==> config.mk <==
export PLATFORM = sky130hd
export DESIGN_NAME = ring_rr_arbiter
export DESIGN_NICKNAME = d
export VERILOG_FILES = /design/src/rtl/ring_arb_pkg.sv /design/src/rtl/ring_ptr.sv /design/src/rtl/ring_rr_arbiter.sv
export SDC_FILE = /design/constraint.sdc
export NUM_CORES = 1
export LEC_CHECK = 0
export BUFFER_PORTS_ARGS = -buffer_cell sky130_fd_sc_hd__buf_4
export CAP_MARGIN = 0
export CORE_MARGIN = 2
export CORE_UTILIZATION = 50
export DETAILED_ROUTE_END_ITERATION = 6
export PLACE_DENSITY = 0.75
export SLEW_MARGIN = 20
export SYNTH_ARGS = -nofsm -noshare
export SYNTH_HDL_FRONTEND = slang
export SYNTH_SLANG_ARGS = --single-unit
==> constraint.sdc <==
create_clock -name clk -period 3.3 [get_ports clk]
set_input_delay 0.165 -clock clk [delete_from_list [all_inputs] [get_ports clk]]
set_output_delay 0.165 -clock clk [all_outputs]
set_load 0.01 [all_outputs]
==> src/rtl/ring_arb_pkg.sv <==
// Shared types and helpers for the rotating-priority ring arbiter.
// Helpers work on a fixed maximum width; callers size-cast to their own N.
package ring_arb_pkg;

  localparam int unsigned MaxN = 32;
  localparam int unsigned MaxW = $clog2(MaxN);

  typedef enum logic [0:0] {StIdle, StBusy} arb_state_e;

  // Rotate a one-hot vector of width n one place toward bit 0, wrapping bit 0 to bit n-1.
  function automatic logic [MaxN-1:0] rotate_right(input logic [MaxN-1:0] onehot,
                                                   input int unsigned n);
    logic [MaxN-1:0] r;
    r = onehot >> 1;
    if (onehot[0]) r[MaxW'(n - 1)] = 1'b1;
    return r;
  endfunction

  function automatic int unsigned onehot2idx(input logic [MaxN-1:0] onehot);
    int unsigned idx;
    idx = 0;
    for (int unsigned i = 0; i < MaxN; i++) begin
      if (onehot[MaxW'(i)]) idx = i;
    end
    return idx;
  endfunction

endpackage

==> src/rtl/ring_ptr.sv <==
// One-hot rotating priority pointer: resets to the MSB, loads the bit just below the
// last winner, and freezes while disabled.
module ring_ptr
  import ring_arb_pkg::*;
#(
  parameter int unsigned N = 4
) (
  input  logic         clk_i,
  input  logic         clr_i,
  input  logic         en_i,
  input  logic         load_i,
  input  logic [N-1:0] win_i,
  output logic [N-1:0] ptr_o
);

  localparam logic [N-1:0] PtrRst = {1'b1, {(N-1){1'b0}}};

  logic [N-1:0] ptr_d, ptr_q;

  always_comb begin
    ptr_d = ptr_q;
    if (load_i) ptr_d = N'(rotate_right(MaxN'(win_i), N));
  end

  always_ff @(posedge clk_i) begin
    if (clr_i) begin
      ptr_q <= PtrRst;
    end else if (en_i) begin
      ptr_q <= ptr_d;
    end
  end

  assign ptr_o = ptr_q;

endmodule

==> src/rtl/ring_rr_arbiter.sv <==
// Round-robin arbiter with a rotating one-hot priority ring and a bounded grant tenure.
// All outputs come straight from registers.
module ring_rr_arbiter
  import ring_arb_pkg::*;
#(
  parameter int unsigned N        = 4,
  parameter int unsigned MAX_HOLD = 8,
  parameter int unsigned IW       = $clog2(N)
) (
  input  logic          clk,
  input  logic          clr,
  input  logic          en,
  input  logic [N-1:0]  req,
  output logic [N-1:0]  grant,
  output logic          grant_valid,
  output logic [IW-1:0] grant_idx
);

  localparam int unsigned HW = $clog2(MAX_HOLD + 1);
  localparam logic [HW-1:0] HoldLast = HW'(MAX_HOLD - 1);

  arb_state_e    state_d, state_q;
  logic [N-1:0]  grant_d, grant_q;
  logic [IW-1:0] idx_d, idx_q;
  logic [HW-1:0] hold_d, hold_q;
  logic [N-1:0]  ptr;
  logic [N-1:0]  win_oh;
  logic [IW-1:0] win_idx;
  logic          win_valid;
  logic          load;
  logic          keep;

  ring_ptr #(
    .N (N)
  ) u_ptr (
    .clk_i  (clk),
    .clr_i  (clr),
    .en_i   (en),
    .load_i (load),
    .win_i  (win_oh),
    .ptr_o  (ptr)
  );

  // Wrap-scan from the pointer bit downward; the first set request wins.
  always_comb begin
    int unsigned ptr_idx;
    int unsigned j;
    win_oh    = '0;
    win_idx   = '0;
    win_valid = 1'b0;
    ptr_idx   = onehot2idx(MaxN'(ptr));
    for (int unsigned off = 0; off < N; off++) begin
      j = (ptr_idx + N - off) % N;
      if (!win_valid && req[IW'(j)]) begin
        win_valid        = 1'b1;
        win_oh[IW'(j)]   = 1'b1;
        win_idx          = IW'(j);
      end
    end
  end

  assign keep = (|(req & grant_q)) && (hold_q < HoldLast);

  always_comb begin
    state_d = state_q;
    grant_d = grant_q;
    idx_d   = idx_q;
    hold_d  = hold_q;
    load    = 1'b0;
    unique case (state_q)
      StIdle: begin
        if (win_valid) begin
          state_d = StBusy;
          grant_d = win_oh;
          idx_d   = win_idx;
          hold_d  = '0;
          load    = 1'b1;
        end
      end
      StBusy: begin
        if (keep) begin
          hold_d = hold_q + 1'b1;
        end else if (win_valid) begin
          // Handoff without a bubble; may re-grant the same owner if it is alone.
          grant_d = win_oh;
          idx_d   = win_idx;
          hold_d  = '0;
          load    = 1'b1;
        end else begin
          state_d = StIdle;
          grant_d = '0;
          idx_d   = '0;
          hold_d  = '0;
        end
      end
      default: begin
        state_d = StIdle;
        grant_d = '0;
        idx_d   = '0;
        hold_d  = '0;
      end
    endcase
  end

  always_ff @(posedge clk) begin
    if (clr) begin
      state_q <= StIdle;
      grant_q <= '0;
      idx_q   <= '0;
      hold_q  <= '0;
    end else if (en) begin
      state_q <= state_d;
      grant_q <= grant_d;
      idx_q   <= idx_d;
      hold_q  <= hold_d;
    end
  end

  assign grant       = grant_q;
  assign grant_valid = |grant_q;
  assign grant_idx   = idx_q;

endmodule

==> results.json, run 1 <==
{
  "leakage_uw": 0.000513,
  "rsz0062_at_grt": "false",
  "synth_fp_nets": 144,
  "die_w_um": 51.1,
  "synth_common_cells": "dfxtp_1 (14), nand2_1 (14), inv_1 (11), o21ai_0 (9), nor2_1 (7)",
  "post_cts_resized": 0,
  "r2r_cells": 8,
  "worstReg2RegStart": "u_ptr.ptr_o[1]",
  "num_rows": 17,
  "required_ns": 3.47,
  "finalPower_uw": 698,
  "dieArea_um2": 2610,
  "hold_viol_final": 0,
  "chipHeight_um": 51.1,
  "final_util_pct": 59.3,
  "start_kind": "register",
  "hp-start": "clr",
  "tightest_slew_ns": 0.499,
  "fmax_mhz": 360,
  "cts_buffers": 3,
  "cts_sinks": 14,
  "num_io_pins": 14,
  "cts_max_level": 1,
  "ys_ff_latch": 14,
  "maxSlewViolCount": 0,
  "crit_fanout": 8,
  "synth_top_cell_area_share_pct": 25.3,
  "r2r_slack_ns": 0.52,
  "syn_area_um2": 1110,
  "wl_per_cell_um": 16.3,
  "period_share_pct": 84.2,
  "dp_hpwl_mm": 2.20,
  "clkSlewWorstSetupHoldPaths_ns": 0.08,
  "cap_violations": 0,
  "tns_ns": 0,
  "maxSlewHeadroom_pct": 66.7,
  "cp-endpoint": "hold_q[0]",
  "yosys_warnings": 0,
  "nets": 161,
  "status": "completed",
  "skew_ns": 0.00752,
  "drt_pre_antenna_iters": 4,
  "vdd_ir_drop_max_mv": 0.476,
  "antenna_found_initial": 0,
  "dpl.cell_count": 172,
  "viasPerCell": 6.46,
  "gr-usage-all-layers_pct": 23.3,
  "num_antenna_cells": 0,
  "area.growth.synth_to_final_pct": 14.9,
  "synth.avg_cell_area_um2": 8.41,
  "overflow": 0,
  "synth_cell_types": 49,
  "synth_largest_area_cell": "dfxtp_1",
  "drive_above_1_share_pct": 23.0,
  "grt_max_degree": 15,
  "stdcell_count": 176,
  "yosys-top-cells-area": "dfxtp_1 (25%), ha_1 (5.6%), nand2_1 (4.7%)",
  "antenna_left": 0,
  "hp-class": "input pin to register",
  "period_minus_slack_ns": 2.78,
  "wl_mm": 2.87,
  "clk_latency_ns": 0.28,
  "vias": 1137,
  "syn_inst": 132,
  "synthFlopType": "dfxtp_1",
  "first_global_vias": 1056,
  "async_flop_share_pct": 0,
  "power_density_nw_per_um2": 547,
  "core_area_um2": 2150,
  "arrival_ns": 2.95,
  "cts_tree": "yes",
  "drt-initial-drc-count": 62,
  "worst_r2r_endpoint": "hold_q[0]",
  "cts.path.max_buffers": 2,
  "root_buffer": "clkbuf_4",
  "start_util_pct": 51.7,
  "synth-seq-area-share_pct": 25.3,
  "crit_type": "register to register",
  "port_buffers": 13,
  "place_congestion": 0.943,
  "grt_pass1_wl_mm": 4.68,
  "startpoint": "u_ptr.ptr_o[1]",
  "setup-violations-final": 0,
  "post_cts_buffers": 0,
  "ctsHoldBuffers": 0,
  "synth_enable_flop_cells": 0,
  "drc": 0,
  "endpoint_kind": "register"
}
[how the worst min path moves through the flow]
stage                          to  depth (start not counted)
after global placement    state_q                          2
after floorplan           state_q                          1
final                     state_q                          2
after global routing      state_q                          2
after detailed placement  state_q                          2
after CTS                 state_q                          2
[stage by stage]
stage               instance area, um2  hold WS [ns]  worst slack (ns)
floorplan                         1110         0.234             0.914
global placement                  1240         0.421             0.576
detailed placement                1240         0.407             0.572
CTS                               1270         0.112             0.551
global route                      1270         0.113             0.406
finish                            1270         0.118             0.522
[worst max-delay path, stage by stage (launching register included)]
cell and delay (ns):
dfxtp_1 0.50, nor2b_4 0.24, nor2_1 0.10, ha_1 0.32, and3_1 0.23, a211oi_4 0.40, nand4_2 0.26, o21ai_2 0.26
mux2_1 0.34
[metal layers]
layer	vias up	global-route usage, %	part of all wire, %
met5	-	0	0
met4	0	10.4	2.2
met3	11	1.17	7.9
met2	56	40.0	47
met1	534	30.1	43
li1	536	-	-
[cell families after synthesis]
logic type / count (synthesis) / synth area share, %
multiplexers: 7 / 7.21
AND/OR/NAND/NOR: 48 / 23.7
buffers and inverters: 12 / 4.06
flip-flops: 14 / 25.3
AO/OA/AOI/OAI: 46 / 34.2
adder cells (fa/ha/maj): 5 / 5.64
[report_power, final]
part / internal, uW / leakage, uW / switching (uW)
logic: 143 / 0.000377 / 204
clock network: 67.1 / 0.0000210 / 52.7
registers: 193 / 0.000115 / 37.4
total: 403 / 0.000513 / 294
[state kept, by name, summed over array words and instances, names as in the netlist]
| signal | cells |
|---|---|
| u_ptr.ptr_o | 3 |
| grant | 4 |
| state_q | 1 |
| grant_idx | 2 |
| hold_q | 4 |
[cell type report]
type,count,area [um2]
multi-input cells,106,785
clock buffers,4,36.3
fillers,189,873
flip-flops and latches,14,280
inverters,11,41.3
well taps,28,35.0
repair buffers,13,97.6
[cells in the final DEF, fill, tap and decap left out, types with 2 or more instances in the layout]
cell type,Yosys,final
a21oi_1,5,5
a221o_1,3,3
a221oi_1,5,5
a22oi_1,3,3
a31oi_1,2,2
and2_1,3,3
and3_1,2,2
buf_4,0,13
clkbuf_4,0,3
dfxtp_1,14,14
ha_1,5,5
inv_1,11,11
mux2_2,3,3
mux2i_1,2,2
nand2_1,14,14
nand2b_1,3,3
nand4_1,2,2
nor2_1,7,7
nor2b_1,3,3
nor3_1,3,3
nor3b_1,2,2
o21ai_0,9,9
o22ai_2,2,2
o32ai_1,2,2
(Power assumes the default switching activity.)
==> run 2, diff against run 1 <==
--- a/config.mk
+++ b/config.mk
@@ -10,7 +10,7 @@
 export CORE_MARGIN = 2
 export CORE_UTILIZATION = 50
 export DETAILED_ROUTE_END_ITERATION = 6
-export PLACE_DENSITY = 0.75
+export PLACE_DENSITY = 0.78
 export SLEW_MARGIN = 20
 export SYNTH_ARGS = -nofsm -noshare
 export SYNTH_HDL_FRONTEND = slang
==> constraint.sdc (replaced) <==
create_clock -name clk -period 2.3 [get_ports clk]
set_input_delay 0.115 -clock clk [delete_from_list [all_inputs] [get_ports clk]]
set_output_delay 0.115 -clock clk [all_outputs]
set_load 0.01 [all_outputs]
==> run 2 against run 1 <==
Global-route usage grew 2.1 points; sequential power grew 39%; clock power grew 53%; fmax grew 21%; largest power group unchanged.
==> results.json, run 2 (synthesized netlist as in run 1, its figures left out) <==
{
  "hp-class": "input pin to register",
  "final_common_cell": "buf_4",
  "skew_ns": 0.00131,
  "port_buffers": 13,
  "cts.path.max_buffers": 2,
  "cts_tree": "yes",
  "drive_above_1_share_pct": 37.4,
  "setup-violations-final": 0,
  "maxSlewViolCount": 0,
  "num_rows": 17,
  "startpoint": "u_ptr.ptr_o[2]",
  "vdd_ir_drop_max_mv": 0.578,
  "required_ns": 2.48,
  "dp_hpwl_mm": 2.36,
  "dieArea_um2": 2610,
  "cts_max_level": 1,
  "overflow": 0,
  "tightest_slew_ns": 0.391,
  "fmax_mhz": 437,
  "stdcell_count": 191,
  "grt_max_degree": 9,
  "place_ws_ns": -0.0541,
  "r2r_slack_ns": 0.01,
  "path_cells": "nor2b_4 > nor2_2 > ha_2 > and3_2 > a211oi_4 > mux2_4 > a311oi_2 > o32ai_2",
  "vias": 1234,
  "finalPower_uw": 1160,
  "chipHeight_um": 51.1,
  "critPathMaxStageDelay_ns": 0.39,
  "r2r_cells": 8,
  "endpoint_kind": "register",
  "wl_per_cell_um": 17.1,
  "num_io_pins": 14,
  "first_global_vias": 1100,
  "crit_path_top_delay_cell": "a211oi_4",
  "clk_latency_ns": 0.29,
  "period_share_pct": 99.5,
  "maxSlewHeadroom_pct": 73.8,
  "dpl.cell_count": 186,
  "root_buffer": "clkbuf_4",
  "cts_sinks": 14,
  "cp-endpoint": "grant[1]",
  "status": "completed",
  "fillers": 169,
  "nets": 176,
  "setup_slack_ns": 0.0104,
  "crit_fanout": 6,
  "start_kind": "register",
  "die_w_um": 51.1,
  "leakage_uw": 0.000597,
  "worstReg2RegStart": "u_ptr.ptr_o[2]",
  "antenna_found_initial": 0,
  "arrival_ns": 2.47,
  "place_congestion": 0.952,
  "core_area_um2": 2150,
  "cts_buffers": 3,
  "clkSlewWorstSetupHoldPaths_ns": 0.08,
  "area.growth.synth_to_final_pct": 31.3,
  "drc": 0,
  "cap_violations": 0,
  "drt_pre_antenna_iters": 5,
  "drt-initial-drc-count": 44,
  "viasPerCell": 6.46,
  "hold_viol_final": 0,
  "start_util_pct": 51.7,
  "period_minus_slack_ns": 2.29,
  "crit_type": "register to register",
  "grt_pass1_wl_mm": 5.04,
  "antenna_left": 0,
  "gr-usage-all-layers_pct": 25.4,
  "wl_mm": 3.27,
  "final_cell_mix": "buf_4 (28), nand2_1 (14), dfxtp_1 (12)",
  "worst_r2r_endpoint": "grant[1]",
  "power_density_nw_per_um2": 798,
  "num_antenna_cells": 0
}
## run 2: cell count changes in the layout (fill, tap and decap cells not counted), sizes merged
cell  change
buf      +15
## run 2: area by class of cell
cell class / instances / area [um2] / share of cell area (%)
Timing Repair Buffer: 28 / 210 / 14.4
Sequential cell: 14 / 283 / 19.4
Tap cell: 28 / 35.0 / 2.40
Clock buffer: 4 / 36.3 / 2.49
Inverter: 11 / 41.3 / 2.83
Multi-Input combinational cell: 106 / 852 / 58.5
## run 2: critical path, delay by kind of cell, from the launching register on
kind                     cells  cell delay, ns
multiplexers                 1            0.34
AND/OR/NAND/NOR              3            0.44
adder cells (fa/ha/maj)      1            0.21
flip-flops                   1            0.37
AO/OA/AOI/OAI                3            0.82
## run 2: metal layers
layer  GRT usage [%]  routed length (um)  part of all wire (%)  up-vias
li1                -                   -                     -      570
met1            32.6                1370                    42      582
met2            41.6                1590                    49       70
met3            3.22                 218                   6.7       12
met4            13.1                  95                   2.9        0
met5               0                   0                     0        -
## run 2: stage by stage
stage	util [%]	setup TNS, ns	instance area (um2)	hold slack, ns
finish	67.9	0	1460	0.0589
global route	67.9	-0.0893	1460	0.0669
CTS	65.1	0	1400	0.0573
detailed placement	62.6	-0.151	1340	0.365
global placement	62.6	0	1340	0.361
floorplan	-	0	1110	0.184
## run 2: report_power, final
part | internal, uW | switching, uW | total [uW]
clock network | 96.7 | 86.5 | 183
registers | 279 | 40.8 | 320
logic | 293 | 368 | 660
## run 2: what timing repair did
action                     in CTS  in global routing
hold buffers                    0                  0
gates resized for setup         4                 12
setup endpoints to repair       7                 12
pin swaps                       0                  5
buffers inserted                0                  1
cloned                          0                  0
## run 2: worst min path at each step
stage	from	end	slack [ns]	cells after the start
6_report	clr	state_q	0.06	2
5_1_grt	clr	state_q	0.07	2
4_1_cts	clr	state_q	0.06	2
3_5_place_dp	clr	state_q	0.36	2
3_3_place_gp	clr	state_q	0.36	2
2_1_floorplan	clr	state_q	0.18	1
==> run 3, diff against run 2 <==
--- a/config.mk
+++ b/config.mk
@@ -5,12 +5,14 @@
 export SDC_FILE = /design/constraint.sdc
 export NUM_CORES = 1
 export LEC_CHECK = 0
+export ABC_AREA = 1
 export BUFFER_PORTS_ARGS = -buffer_cell sky130_fd_sc_hd__buf_4
 export CAP_MARGIN = 0
 export CORE_MARGIN = 2
 export CORE_UTILIZATION = 50
 export DETAILED_ROUTE_END_ITERATION = 6
 export PLACE_DENSITY = 0.78
+export RECOVER_POWER = 100
 export SLEW_MARGIN = 20
 export SYNTH_ARGS = -nofsm -noshare
 export SYNTH_HDL_FRONTEND = slang
==> run 3 against run 2 <==
Final area fell by 8.8%; register-to-register slack improved by 0.19 ns; power fell by 14%; sequential cell count did not move.
==> results.json, run 3 <==
{
  "yosys_warnings": 0,
  "synth.avg_cell_area_um2": 6.39,
  "cts_sinks": 14,
  "synth_enable_flop_cells": 0,
  "required_ns": 2.49,
  "clk_latency_ns": 0.29,
  "post_cts_buffers": 0,
  "startpoint": "u_ptr.ptr_o[2]",
  "dp_hpwl_mm": 2.21,
  "cts_buffers": 3,
  "cts_tree": "yes",
  "cts.path.max_buffers": 2,
  "hp-start": "clr",
  "antenna_found_initial": 0,
  "period_minus_slack_ns": 2.10,
  "synth_common_cells": "nand2_1 (41), nand3_1 (36), inv_1 (24), nor2_1 (23), dfxtp_1 (14)",
  "post-synth-top-count-cell": "nand2_1",
  "ctsHoldBuffers": 0,
  "leakage_uw": 0.000675,
  "synth_largest_area_cell": "dfxtp_1",
  "maxSlewHeadroom_pct": 72.5,
  "worstReg2RegStart": "u_ptr.ptr_o[2]",
  "gr-usage-all-layers_pct": 21.9,
  "grt_pass1_wl_mm": 4.53,
  "cts_max_level": 1,
  "final_util_pct": 59.6,
  "antenna_left": 0,
  "port_buffers": 13,
  "maxSlewViolCount": 0,
  "grt_max_degree": 15,
  "num_antenna_cells": 0,
  "ys_ff_latch": 14,
  "start_util_pct": 53.5,
  "vias": 1215,
  "drive_above_1_share_pct": 20.7,
  "power_density_nw_per_um2": 750,
  "final_cell_area_um2": 1330,
  "tightest_slew_ns": 0.412,
  "root_buffer": "clkbuf_4",
  "viasPerCell": 5.26,
  "syn_area_um2": 1190,
  "hp-class": "input pin to register",
  "fillers": 229,
  "num_io_pins": 14,
  "hold_viol_final": 0,
  "place_congestion": 0.852,
  "synth_fp_nets": 199,
  "chipHeight_um": 52.9,
  "synth_cell_types": 22,
  "drt-initial-drc-count": 24,
  "crit_type": "register to register",
  "wl_per_cell_um": 11.7,
  "num_rows": 17,
  "vdd_ir_drop_max_mv": 0.491,
  "core_area_um2": 2230,
  "rsz0062_at_grt": "false",
  "syn_inst": 187,
  "dpl_cell_area_um2": 1330,
  "synth-seq-area-share_pct": 23.5,
  "final_cell_mix": "nand2_1 (41), nand3_1 (36), inv_1 (24)",
  "crit_fanout": 8,
  "drt_pre_antenna_iters": 4,
  "start_kind": "register",
  "tns_ns": 0,
  "endpoint_kind": "register",
  "skew_ns": 0.00103,
  "yosys-top-cells-area": "dfxtp_1 (23%), nand3_1 (15%), nand2_1 (13%)",
  "area.growth.synth_to_final_pct": 11.3,
  "final_common_cell": "nand2_1",
  "clkSlewWorstSetupHoldPaths_ns": 0.07,
  "status": "completed",
  "async_flop_share_pct": 0,
  "overflow": 0,
  "synth_top_cell_area_share_pct": 23.5,
  "die_w_um": 52.9,
  "wl_mm": 2.69,
  "cap_violations": 0,
  "nets": 217,
  "drc": 0,
  "period_share_pct": 91.2,
  "fmax_mhz": 477,
  "multiInputGateArea_um2": 796,
  "regArea_um2": 282,
  "dieArea_um2": 2800,
  "setup-violations-final": 0,
  "arrival_ns": 2.28,
  "synthFlopType": "dfxtp_1",
  "first_global_vias": 1038
}
[run 3: cell types whose count changed after synthesis, moves of 4 or more]
cell / delta
a21oi_1: -5
a221oi_1: -5
inv_1: +13
inv_2: +7
nand2_1: +27
nand2_2: +5
nand2_4: +6
nand3_1: +35
nand3_2: +4
nor2_1: +16
o21ai_0: -5
[run 3: what timing repair did]
action	CTS	global route
endpoints found under the hold margin	0	0
gates resized for setup	0	2
endpoints found under the setup margin	0	14
[run 3: path summary, 6_finish.rpt]
path / cells after the start / end / slack (ns)
worst max-delay path: 15 / grant[2] / 0.20
worst min-delay path: 4 / grant[1] / 0.10
worst max register to register: 15 / grant[2] / 0.20
worst min register to register: 2 / grant_idx[1] / 0.48
[run 3: cells by family (layout without fill, tap and decap cells)]
kind of cell	Yosys count	after routing	share of synthesized area, %
AND/OR/NAND/NOR	124	124	53.9
buffers and inverters	32	48	10.2
flip-flops	14	14	23.5
AO/OA/AOI/OAI	12	12	7.23
adder cells (fa/ha/maj)	5	5	5.24
[run 3: area by class of cell]
class / instances / share of cell area (%)
Tap cell: 28 / 2.63
Sequential cell: 14 / 21.2
Clock buffer: 3 / 1.69
Timing Repair Buffer: 14 / 5.93
Multi-Input combinational cell: 141 / 59.8
Inverter: 31 / 8.75
[run 3: worst max-delay path: stages (launching register included)]
cell     delay [ns]
dfxtp_1        0.34
inv_2          0.08
nand2_4        0.09
nand2_4        0.07
inv_1          0.08
ha_1           0.27
nor2_2         0.16
inv_1          0.09
nand3_2        0.11
nand2_4        0.09
nor2_8         0.13
nand2_4        0.08
o21ai_4        0.18
nor2_2         0.09
nand2_2        0.08
nand2_1        0.05
[run 3: metal layers]
metal	part of all wire [%]	up-vias	wire [um]	track usage, %
met5	0	-	0	0
met4	1.6	0	44	11.5
met3	4.0	5	109	1.69
met2	46	37	1240	34.2
met1	48	535	1300	29.9
li1	-	638	-	-
[run 3: power by group]
part | internal [uW] | switching (uW)
clock | 61.0 | 76.1
combinational | 173 | 380
sequential | 277 | 30.7
[run 3: through the flow]
step	worst slack, ns	std cells	power, uW	hold WS (ns)
after floorplan	0.317	187	733	0.261
after global placement	0.237	228	875	0.398
after detailed placement	0.117	228	880	0.404
after CTS	0.104	231	1010	0.106
after global routing	0.0218	231	1070	0.113
final	0.203	231	998	0.103
